--- src/rtl/tokens_pkg.sv ---
// ============================================================================
// Module      : tokens_pkg
// Description : Shared state encoding, parameter defaults and helpers for the
//               token injector.
// Revision    : 1.0 - initial release
// ============================================================================
`default_nettype none

package tokens_pkg;

  localparam int c_sync_stages_default = 2;
  localparam int c_to_w_default        = 8;

  typedef enum logic [2:0] {
    ST_IDLE  = 3'd0,
    ST_SETUP = 3'd1,
    ST_REQ   = 3'd2,
    ST_REL   = 3'd3,
    ST_FIN   = 3'd4,
    ST_ERROR = 3'd5
  } state_t;

  // Execute bit for token number idx; the pattern repeats every eight tokens.
  function automatic logic exb_bit(input logic [7:0] pat, input logic [2:0] idx);
    return pat[idx];
  endfunction

endpackage

`default_nettype wire

--- src/rtl/ack_sync.sv ---
// ============================================================================
// Module      : ack_sync
// Description : Multi-flop synchroniser for the asynchronous ACKIN input.
// Revision    : 1.0 - initial release
// ============================================================================
`default_nettype none

module ack_sync #(
  parameter int SYNC_STAGES = tokens_pkg::c_sync_stages_default
) (
  input  logic clk,
  input  logic resetn,
  input  logic ackin,
  output logic ack_synced
);

  logic [SYNC_STAGES-1:0] r_sync;

  always_ff @(posedge clk) begin
    if (!resetn) begin
      r_sync <= '0;
    end else begin
      r_sync <= {r_sync[SYNC_STAGES-2:0], ackin};
    end
  end

  assign ack_synced = r_sync[SYNC_STAGES-1];

endmodule

`default_nettype wire

--- src/rtl/token_injector.sv ---
// ============================================================================
// Module      : token_injector
// Description : Issues a burst of four-phase request/acknowledge handshakes
//               to a downstream ring, with per-token execute bit and timeout.
// Revision    : 1.0 - initial release
// ============================================================================
`default_nettype none

module token_injector #(
  parameter int SYNC_STAGES = tokens_pkg::c_sync_stages_default,
  parameter int TO_W        = tokens_pkg::c_to_w_default
) (
  input  logic       clk,
  input  logic       resetn,
  input  logic       start,
  input  logic [7:0] ntokens,
  input  logic [7:0] exbpat,
  output logic       sendout,
  output logic       exbout,
  input  logic       ackin,
  output logic       busy,
  output logic       done,
  output logic       err,
  output logic [7:0] tokcnt
);

  import tokens_pkg::*;

  localparam logic [TO_W-1:0] c_to_max  = '1;
  localparam logic [TO_W-1:0] c_to_one  = TO_W'(1);
  localparam logic [TO_W-1:0] c_to_last = c_to_max - c_to_one;

  state_t          r_state;
  logic            r_sendout;
  logic            r_exbout;
  logic            r_done;
  logic            r_err;
  logic [7:0]      r_tokcnt;
  logic [7:0]      r_ntok;
  logic [7:0]      r_pat;
  logic [TO_W-1:0] r_to;

  logic            w_ack;
  logic [7:0]      w_tokcnt_inc;

  ack_sync #(
    .SYNC_STAGES (SYNC_STAGES)
  ) u_ack_sync (
    .clk        (clk),
    .resetn     (resetn),
    .ackin      (ackin),
    .ack_synced (w_ack)
  );

  assign w_tokcnt_inc = r_tokcnt + 8'd1;

  always_ff @(posedge clk) begin
    if (!resetn) begin
      r_state   <= ST_IDLE;
      r_sendout <= 1'b0;
      r_exbout  <= 1'b0;
      r_done    <= 1'b0;
      r_err     <= 1'b0;
      r_tokcnt  <= 8'd0;
      r_ntok    <= 8'd0;
      r_pat     <= 8'd0;
      r_to      <= '0;
    end else begin
      r_done <= 1'b0;
      case (r_state)
        ST_IDLE: begin
          if (start) begin
            r_tokcnt <= 8'd0;
            r_ntok   <= ntokens;
            r_pat    <= exbpat;
            if (ntokens == 8'd0) begin
              r_state <= ST_FIN;
            end else begin
              // Execute bit is loaded on entry so it is valid for the whole SETUP cycle.
              r_exbout <= exb_bit(exbpat, 3'd0);
              r_state  <= ST_SETUP;
            end
          end
        end

        ST_SETUP: begin
          r_sendout <= 1'b1;
          r_to      <= '0;
          r_state   <= ST_REQ;
        end

        ST_REQ: begin
          if (w_ack) begin
            r_sendout <= 1'b0;
            r_to      <= '0;
            r_state   <= ST_REL;
          end else if (r_to == c_to_last) begin
            r_sendout <= 1'b0;
            r_err     <= 1'b1;
            r_to      <= c_to_max;
            r_state   <= ST_ERROR;
          end else begin
            r_to <= r_to + c_to_one;
          end
        end

        ST_REL: begin
          if (!w_ack) begin
            r_tokcnt <= w_tokcnt_inc;
            if (w_tokcnt_inc == r_ntok) begin
              r_state <= ST_FIN;
            end else begin
              r_exbout <= exb_bit(r_pat, w_tokcnt_inc[2:0]);
              r_state  <= ST_SETUP;
            end
          end else if (r_to == c_to_last) begin
            r_err   <= 1'b1;
            r_to    <= c_to_max;
            r_state <= ST_ERROR;
          end else begin
            r_to <= r_to + c_to_one;
          end
        end

        ST_FIN: begin
          r_done  <= 1'b1;
          r_state <= ST_IDLE;
        end

        ST_ERROR: begin
          r_sendout <= 1'b0;
          r_err     <= 1'b1;
        end

        default: begin
          r_sendout <= 1'b0;
          r_state   <= ST_IDLE;
        end
      endcase
    end
  end

  assign sendout = r_sendout;
  assign exbout  = r_exbout;
  assign done    = r_done;
  assign err     = r_err;
  assign tokcnt  = r_tokcnt;
  assign busy    = (r_state != ST_IDLE);

endmodule

`default_nettype wire

--- config.mk ---
export PLATFORM = sky130hd
export DESIGN_NAME = token_injector
export DESIGN_NICKNAME = d
export VERILOG_FILES = /design/src/rtl/tokens_pkg.sv /design/src/rtl/ack_sync.sv /design/src/rtl/token_injector.sv
export SDC_FILE = /design/constraint.sdc
export NUM_CORES = 1
export LEC_CHECK = 0
export CAP_MARGIN = 20
export CORE_MARGIN = 2
export CORE_UTILIZATION = 35
export CTS_CLUSTER_DIAMETER = 200
export CTS_CLUSTER_SIZE = 12
export DETAILED_ROUTE_END_ITERATION = 10
export HOLD_SLACK_MARGIN = 0.08
export PLACE_DENSITY_LB_ADDON = 0.1
export SLEW_MARGIN = 20
export SYNTH_ARGS = -nofsm -noshare
export SYNTH_HDL_FRONTEND = slang
export SYNTH_HIERARCHICAL = 1
export SYNTH_SLANG_ARGS = --single-unit
--- constraint.sdc ---
create_clock -name clk -period 2.2 [get_ports clk]
set_input_delay 0.44 -clock clk [delete_from_list [all_inputs] [get_ports clk]]
set_output_delay 0.44 -clock clk [all_outputs]
set_load 0.01 [all_outputs]
==> Yosys cells after proc, flatten, opt, wreduce, memory -nomap -nowiden <==
Cells that the tools add are included.
{ "word_totals": {"reg_bits": 41, "out_inout_bits": 13, "elab_cells": 72} }
{ "classes": {"n_addsub": 2, "magnitude_cmp": 1, "n_eq_ne": 14, "muxes": 29, "bitwise": 2, "n_reduce_logical": 14} }
{ "ops": {"columns": ["op", "count"], "rows": [
  ["8-bit two-way mux", 5],
  ["8-bit one-hot mux with 3 select lines", 1],
  ["3-bit two-way mux", 6],
  ["8-bit by 1-bit adder with 8-bit output, second input constant", 2],
  ["8-bit one-hot mux with 2 select lines", 1],
  ["3-bit one-hot mux with 5 select lines", 1],
  ["1-bit two-way mux", 11],
  ["2-bit != test, second input constant", 5],
  ["3-bit nonzero test", 3],
  ["8-bit equality test", 1],
  ["8-bit equality test, second input constant", 1],
  ["8-bit zero test", 1],
  ["2-bit AND reduction", 4],
  ["3-bit by 2-bit equality test with 1-bit output, second input constant", 2],
  ["3-bit equality test, second input constant", 2],
  ["1-bit one-hot mux with 3 select lines", 2],
  ["3-bit AND reduction", 2],
  ["5-bit AND reduction", 1],
  ["3-bit by 4-bit less-than comparator with 1-bit output, second input constant", 1],
  ["1-bit binary-select mux with 3-bit select", 1],
  ["3-bit by 1-bit equality test with 1-bit output, second input constant", 1],
  ["3-bit zero test", 1],
  ["3-bit by 2-bit != test with 1-bit output, second input constant", 1],
  ["3-bit OR reduction", 1],
  ["other kinds (4)", 5]
]} }

==> Logic depth before layout (Yosys ltp) <==
Gate-level depths: netlist (run 1).
{ "depth": {"depth_word": 6, "ltp_mapped": 9, "depth_no_buf": 8} }

==> Hierarchy <==
Netlist (run 1), hierarchy kept.
{ "modules_own_cells": {"columns": ["mod", "n_inst", "cells_each", "area_each_um2", "seq_area_each_um2"], "rows": [
  ["token_injector", 1, 266, 2117.0, 780.7],
  ["ack_sync", 1, 4, 52.6, 40.0]
]} }

==> Least setup slack after synthesis (run 1) <==
OpenSTA, ideal clock, no wires.
{ "synth_path": {"path_type": "reg-to-reg", "startpoint": "reg r_tokcnt[1] (netlist: tokcnt[1])", "endpoint": "reg r_state[0]", "arrival_ps": 1713, "required_ps": 2075, "setup_slack_ps": 363, "path_stages_with_launch": 8, "path_buffers": 0, "period_less_slack_ps": 1837, "path_cell_list": "dfxtp_1 > ha_1 > xor2_1 > xor2_1 > nor4_1 > nand4_1 > a221oi_1 > o21ai_1"} }
{ "synth_via": {"elab_chain_len": 5} }
{ "synth_lines": {"columns": ["element", "line_no", "text"], "rows": [
  ["from (decl)", "token_injector.sv:38", "logic [7:0] r_tokcnt;"],
  ["from (signal assigned)", "token_injector.sv:109", "r_tokcnt <= w_tokcnt_inc;"],
  ["8-bit by 1-bit adder with 8-bit output", "token_injector.sv:55", "assign w_tokcnt_inc = r_tokcnt + 8'd1;"],
  ["8-bit equality test", "token_injector.sv:110", "if (w_tokcnt_inc == r_ntok) begin"],
  ["3-bit two-way mux", "token_injector.sv:110", null],
  ["3-bit two-way mux", "token_injector.sv:108", "if (!w_ack) begin"],
  ["3-bit one-hot mux with 5 select lines", "token_injector.sv:70", "case (r_state)"],
  ["to (signal assigned)", "token_injector.sv:77", "r_state <= ST_FIN;"],
  ["to (signal assigned)", "token_injector.sv:111", "r_state <= ST_FIN;"],
  ["to (signal assigned)", "token_injector.sv:114", "r_state <= ST_SETUP;"],
  ["to (decl)", "token_injector.sv:33", "state_t r_state;"]
]} }
Every way passes these cells.
A chain may end at the register's enable or synchronous reset.

==> Worst setup path after layout (run 1) <==
{ "layout_path": {"startpoint": "reg r_state[0]", "endpoint": "out busy"} }
{ "layout_via": {"elab_chain_len": 1} }
{ "layout_lines": {"columns": ["element", "line_no", "text"], "rows": [
  ["from (signal assigned)", "token_injector.sv:59", "r_state <= ST_IDLE;"],
  ["from (signal assigned)", "token_injector.sv:77", null],
  ["from (signal assigned)", "token_injector.sv:81", "r_state <= ST_SETUP;"],
  ["3-bit nonzero test", "token_injector.sv:148", "assign busy = (r_state != ST_IDLE);"],
  ["to (decl)", "token_injector.sv:21", "output logic busy,"]
]} }
Every way passes these cells.

==> results of run 1 <==
==> layout make-up <==
cell class                      count  area share [%]
Multi-Input combinational cell    210            46.6
Inverter                            4           0.549
Clock inverter                      2           0.366
Tap cell                           75            3.43
Sequential cell                    41            30.0
Clock buffer                        6            2.66
Timing Repair Buffer               49            16.4
==> layout by cell type, fill, tap and decap left out, types with 3 or more instances in the layout <==
cell type	Yosys	final
a22oi_1	5	5
nor2_1	13	13
and3_1	4	4
nand2_1	52	52
clkdlybuf4s50_1	0	32
a21boi_0	20	20
nor3_1	6	5
ha_1	3	3
and2_1	8	8
clkbuf_8	0	5
inv_1	4	4
xor2_1	6	6
nor4_1	4	4
xnor2_1	5	5
a21oi_1	9	9
nor2b_1	11	11
dfxtp_1	41	41
o21ai_0	20	20
buf_4	1	17
nand2b_1	3	3
nand3_1	10	10
==> registers in the layout (all words and copies together) (netlist names) <==
name	count
r_pat	8
u_ack_sync/r_sync	2
sendout	1
err	1
r_ntok	8
tokcnt	8
r_to	8
r_state	3
exbout	1
done	1
==> worst reg2reg max path, cell delays in order, from the launching register on <==
cell and delay (ns):
dfxtp_1 0.53, nand3_1 0.20, xnor2_1 0.17, nor4_1 0.27, nand4_1 0.24, o221ai_1 0.27, mux2i_1 0.21
==> stage by stage <==
stage | cells | setup WS (ns) | cell area (µm²)
3_3_place_gp | 379 | 0.220 | 2650
4_1_cts | 387 | 0.0522 | 2730
6_report | 387 | 0.0962 | 2730
2_1_floorplan | 270 | 0.363 | 2170
3_5_place_dp | 379 | 0.141 | 2650
5_1_grt | 387 | 0.00434 | 2730
==> cell families after synthesis <==
| logic type | Yosys count | synth area share, % |
|---|---|---|
| buffers and inverters | 19 | 3.75 |
| adder cells (fa/ha/maj) | 3 | 1.73 |
| flip-flops | 41 | 37.8 |
| AND/OR/NAND/NOR | 119 | 26.4 |
| multiplexers | 4 | 3.00 |
| XOR/XNOR | 12 | 5.48 |
| AO/OA/AOI/OAI | 72 | 21.8 |
==> layer usage <==
metal / part of all wire (%) / track usage [%] / up-vias / wire, µm
met5: 0 / 0 / - / 0
met2: 43 / 24.5 / 29 / 2160
met4: 0.64 / 3.93 / 0 / 32
li1: - / - / 1026 / -
met1: 53 / 24.2 / 901 / 2680
met3: 3.4 / 3.80 / 2 / 171
==> power groups by stage <==
stage | registers [mW] | clock network [mW] | logic, mW
final | 0.815 | 0.479 | 0.316
after global routing | 0.821 | 0.538 | 0.358
after CTS | 0.814 | 0.497 | 0.318
after detailed placement | 0.832 | 0 | 0.317
after global placement | 0.831 | 0 | 0.318
after floorplan | 0.820 | 0 | 0.195
==> final timing paths <==
path	start	end
hold / removal	u_ack_sync/r_sync[0]$_SDFF_PN0_	u_ack_sync/r_sync[1]$_SDFF_PN0_
setup reg to reg	tokcnt[2]$_SDFFE_PN0P_	exbout$_SDFFE_PN0P_
hold reg to reg	u_ack_sync/r_sync[0]$_SDFF_PN0_	u_ack_sync/r_sync[1]$_SDFF_PN0_
setup / recovery	r_state[0]$_SDFFE_PN0P_	busy
==> synth_stat cells, drive strengths merged <==
master	number	share of area, %
nand2	52	9.0
dfxtp	41	38
o21ai	22	5.1
a21boi	21	7.3
nor2	13	2.2
nor2b	11	3.2
nand3	10	2.3
a21oi	9	2.1
clkbuf	9	1.6
and2	8	2.3
nor3	7	1.8
buf	6	1.5
xor2	6	2.4
a22oi	5	1.7
xnor2	5	2.0
and3	4	1.2
inv	4	0.69
nor4	4	1.2
ha	3	1.7
nand2b	3	0.87
a211oi	2	0.69
a31oi	2	0.58
mux2i	2	0.92
mux4	2	2.1
nand4	2	0.58
o211ai	2	0.69
or3	2	0.58
a211o	1	0.40
a21bo	1	0.46
a221oi	1	0.40
a311oi	1	0.40
a31o	1	0.40
and4	1	0.40
nand4b	1	0.40
nor4b	1	0.40
o21a	1	0.35
o21bai	1	0.35
o221a	1	0.52
o221ai	1	0.40
xnor3	1	1.0
==> run summary, run 1 <==
DR vias/cell: 5.06
WP buf/inv: 2
Net Switching: 450 µW
Port Buffers: 32
Skew-Pair Late Insertion Delay: 0.29 ns
Pint: 1.16 mW
H-tree lvl count: 2
Vias in the first global route: 1,821
Clock share of power: 29.8%
Flop2flop setup slack: 0.23 ns
First-pass GRT wire length: 8.67 mm
Wire per inst: 13.0 µm
CTS sink cnt: 41
RSZ-0062 raised after global routing: no
CP startpoint kind: flip-flop
Post-Syn Instances: 270
Post-synthesis net count: 293
Initial Util: 36.4%
Sequential Area: 821 µm²
Comb pwr share: 19.6%
Final setup viols: 0
CP max stage delay: 0.56 ns
Pwr per Cell Area: 589 nW/µm²
Worst hold path depth: 1
Pwr Total: 1.61 mW
CP cell instances: nor3_2 -> inv_1 -> clkdlybuf4s50_1
Syn. warnings: 6
Crit path kind: flip-flop to output pin
Crit-path max FO: 11
Pins over their slew limit: 0
Crit end category: output pin
CP top delay family: buffers and inverters
Hold crit path type: flip-flop to flip-flop
Sequential share of the synthesized area: 37.8%
Post-DP HPWL: 3.81 mm
Post-Route WL: 5.04 mm
Area taken by multi-input logic gates: 1270 µm²
Fin crit share: 95.6%
Grt ovf: 0
Final Wtd Congestion: 0.777
Post-layout util: 45.9%
Number of DRC markers in iteration 0: 84
Layout fillers: 615
Vias: 1,958
Core area: 5960 µm²
Final ANT Viol Nets: 0
Highest clock rate: 475 MHz
Mean area per synthesized cell: 8.04 µm²
Clock-pin slew on the worst setup and hold paths: 0.08 ns
Final Hold Fails: 0
Num CTS Buffers: 5
P&R area growth vs syn: 26.0%
Resized cells post-CTS: 0
Root Driver: clkbuf_8
CTS tree: done
Status: finished, final reports clean
Cts hold-fix bufs: 0
Setup TNS: 0 ns
LEAKAGE: 0.993 nW
Chip height: 82.7 µm
Rows: 28
DRC violations left: 0
Reg2reg path depth: 6
# IOs: 33
VDD IR max: 0.000287 V
N_diodes: 0
Library cells used by synthesis: 44
Crit path max-delay cell type: dfxtp_1
Synthesized area: 2170 µm²
Max Cap Violations: 0
GRT Util Overall: 16.5%
Hold slack: 0.439 ns
Initial antenna violation count: 0
Max_slew headroom: 72.9%
Synthesis-stage register bit count: 41
Clk_skew: 0.00373 ns
# Post-CTS Setup Buffers: 0
Router iterations before antenna repair: 4
Total Nets Final: 334
Die width: 82.7 µm
WP depth: 3
Req. time, crit path: 1.76 ns
Largest net degree at the start of global routing: 17
Least-Margin Pin Slew: 0.405 ns
Maximum buffer depth of the clock tree: 2
Critical path data arrival time: 1.66 ns
Die footprint: 6840 µm²
Seq pwr share: 50.6%
Final Critical Period: 2.10 ns
Sw frac: 27.9%
Share of cells above drive strength 1: 9.62%
(Power assumes the default switching activity.)
==> run 2: changes to the inputs <==
Settings changed: CAP_MARGIN 20 to 10.
==> results of run 2 <==
Same layout as run 1: the final DEF is identical, and so are final timing and power.
==> run 3: changes to the inputs <==
Clock period 2.2 ns to 1.95 ns, I/O delays scaled along.
==> run 3 against run 2 <==
- sequential cell count is the same
- register-to-register slack worse by 0.10 ns
- clock power increased by 48%
- critical endpoint is now r_state[0]$_SDFFE_PN0P_
- critical path type is now flip-flop to flip-flop
- sequential power is 13% higher
==> run summary, run 3 (synthesis gave the netlist of run 1 again) <==
Post-layout util: 48.1% (was 45.9%)
Most common cell after layout, fill and taps aside: nand2_1 (unchanged)
Area taken by multi-input logic gates: 1310 µm² (was 1270 µm²)
Wire per inst: 12.8 µm (was 13.0 µm)
Worst hold path depth: 1 (unchanged)
Initial Util: 36.4% (unchanged)
Vias: 2,019 (was 1,958)
Crit end category: flip-flop (was output pin)
Final ANT Viol Nets: 0 (unchanged)
Grt ovf: 0 (unchanged)
Max_slew headroom: 76.2% (was 72.9%)
Pins over their slew limit: 0 (unchanged)
Sequential Area: 831 µm² (was 821 µm²)
Highest clock rate: 550 MHz
Maximum buffer depth of the clock tree: 2 (unchanged)
CTS tree: done (unchanged)
DR vias/cell: 5.14 (was 5.06)
Num CTS Buffers: 5 (unchanged)
Chip height: 82.7 µm (unchanged)
Die footprint: 6840 µm² (unchanged)
Non-filler cells, final: 393 (was 387)
Req. time, crit path: 2.12 ns (was 1.76 ns)
Vias in the first global route: 1,787 (was 1,821)
Least-Margin Pin Slew: 0.357 ns (was 0.405 ns)
Max Cap Violations: 0 (unchanged)
Final instance area: 2870 µm² (was 2730 µm²)
Crit path kind: flip-flop to flip-flop (was flip-flop to output pin)
Initial antenna violation count: 0 (unchanged)
Final Hold Fails: 0 (unchanged)
Clock-pin slew on the worst setup and hold paths: 0.08 ns (about the same)
Rows: 28 (unchanged)
P&R area growth vs syn: 32.1% (was 26.0%)
H-tree lvl count: 2 (unchanged)
Final Wtd Congestion: 0.767 (was 0.777)
Die width: 82.7 µm (unchanged)
DRC violations left: 0 (unchanged)
Router iterations before antenna repair: 4 (unchanged)
Instance area at placement: 2680 µm² (was 2650 µm²)
Total Nets Final: 340 (was 334)
Skew-Pair Late Insertion Delay: 0.29 ns (about the same)
Fin crit share: 93.3%
Post-Route WL: 5.02 mm (was 5.04 mm)
Commonest cells after routing, fill and taps aside: nand2_1, dfxtp_1, clkdlybuf4s50_1, buf_4 (was nand2_1, dfxtp_1, clkdlybuf4s50_1, o21ai_0, a21boi_0)
CTS sink cnt: 41 (unchanged)
CP startpoint kind: flip-flop (unchanged)
Hold crit path type: flip-flop to flip-flop (unchanged)
Pwr per Cell Area: 696 nW/µm² (was 589 nW/µm²)
Post-DP HPWL: 3.78 mm (was 3.81 mm)
Pwr Total: 2.00 mW (was 1.61 mW)
Status: finished, final reports clean (unchanged)
Reg2reg path depth: 7 (was 6)
Crit-path max FO: 3 (was 11)
GRT Util Overall: 16.0% (was 16.5%)
Final setup viols: 0 (unchanged)
Hold slack: 0.448 ns (was 0.439 ns)
Final Critical Period: 1.82 ns
Share of cells above drive strength 1: 14.8% (was 9.62%)
Port Buffers: 32 (unchanged)
Critical path data arrival time: 1.99 ns (was 1.66 ns)
Cts hold-fix bufs: 0 (unchanged)
Number of DRC markers in iteration 0: 133 (was 84)
LEAKAGE: 1.06 nW (was 0.993 nW)
Root Driver: clkbuf_8 (unchanged)
Clk_skew: 0.00454 ns (was 0.00373 ns)
# IOs: 33 (unchanged)
Largest net degree at the start of global routing: 17 (unchanged)
First-pass GRT wire length: 8.40 mm (was 8.67 mm)
Layout fillers: 605 (was 615)
Placed cell count: 384 (was 379)
Core area: 5960 µm² (unchanged)
N_diodes: 0 (unchanged)
VDD IR max: 0.000331 V (was 0.000287 V)
==> run 3: cell types whose count changed in the layout (fill, tap and decap cells not counted), sizes merged <==
cell | before | now
bufinv | 0 | 1
clkinv | 2 | 0
clkdlybuf4s50 | 32 | 31
buf | 17 | 23
dlymetal6s2s | 0 | 1
clkbuf | 6 | 7
==> run 3: repair_timing <==
action / 4_1_cts / 5_1_grt
gates resized for setup: 2 / 14
setup endpoints to repair: 1 / 5
setup buffers: 0 / 1
pin swaps: 0 / 5
gates cloned: 0 / 0
==> run 3: final cells by class <==
class,instances,share of cell area (%)
multi-input cells,210,45.7
flip-flops and latches,41,29.0
repair buffers,55,17.4
well taps,75,3.27
clock buffers,7,3.01
clock inverters,1,1.05
inverters,4,0.524
==> run 3: path summary, 6_finish.rpt <==
path | from | endpoint | slack [ns]
max | tokcnt[0]$_SDFFE_PN0P_ | r_state[0]$_SDFFE_PN0P_ | 0.13
max reg2reg | tokcnt[0]$_SDFFE_PN0P_ | r_state[0]$_SDFFE_PN0P_ | 0.13
min | u_ack_sync/r_sync[0]$_SDFF_PN0_ | u_ack_sync/r_sync[1]$_SDFF_PN0_ | 0.45
min reg2reg | u_ack_sync/r_sync[0]$_SDFF_PN0_ | u_ack_sync/r_sync[1]$_SDFF_PN0_ | 0.45
==> run 3: critical path: stages, from the launching register on <==
cell and delay, ns:
dfxtp_2 0.34, ha_4 0.17, xor2_2 0.15, xor2_1 0.15, nor4_1 0.25, nand4_1 0.27
a221oi_2 0.29, o21ai_1 0.08
==> run 3: stage by stage <==
stage | setup TNS, ns | worst slack, ns
final | 0 | 0.130
after global routing | -0.0141 | -0.00712
after detailed placement | -0.0251 | -0.0251
after floorplan | 0 | 0.113
after CTS | 0 | 0.00134
after global placement | 0 | 0.000620
==> run 3: power by group <==
part           switching [mW]  internal, mW
clock network           0.293         0.418
logic                   0.183         0.184
registers              0.0367         0.881
==> run 3: routing by layer <==
metal | wire length, µm | vias up | GRT usage [%]
li1 | - | 1036 | -
met1 | 2670 | 948 | 23.5
met2 | 2140 | 31 | 23.4
met3 | 170 | 4 | 3.80
met4 | 43 | 0 | 4.43
met5 | 0 | - | 0
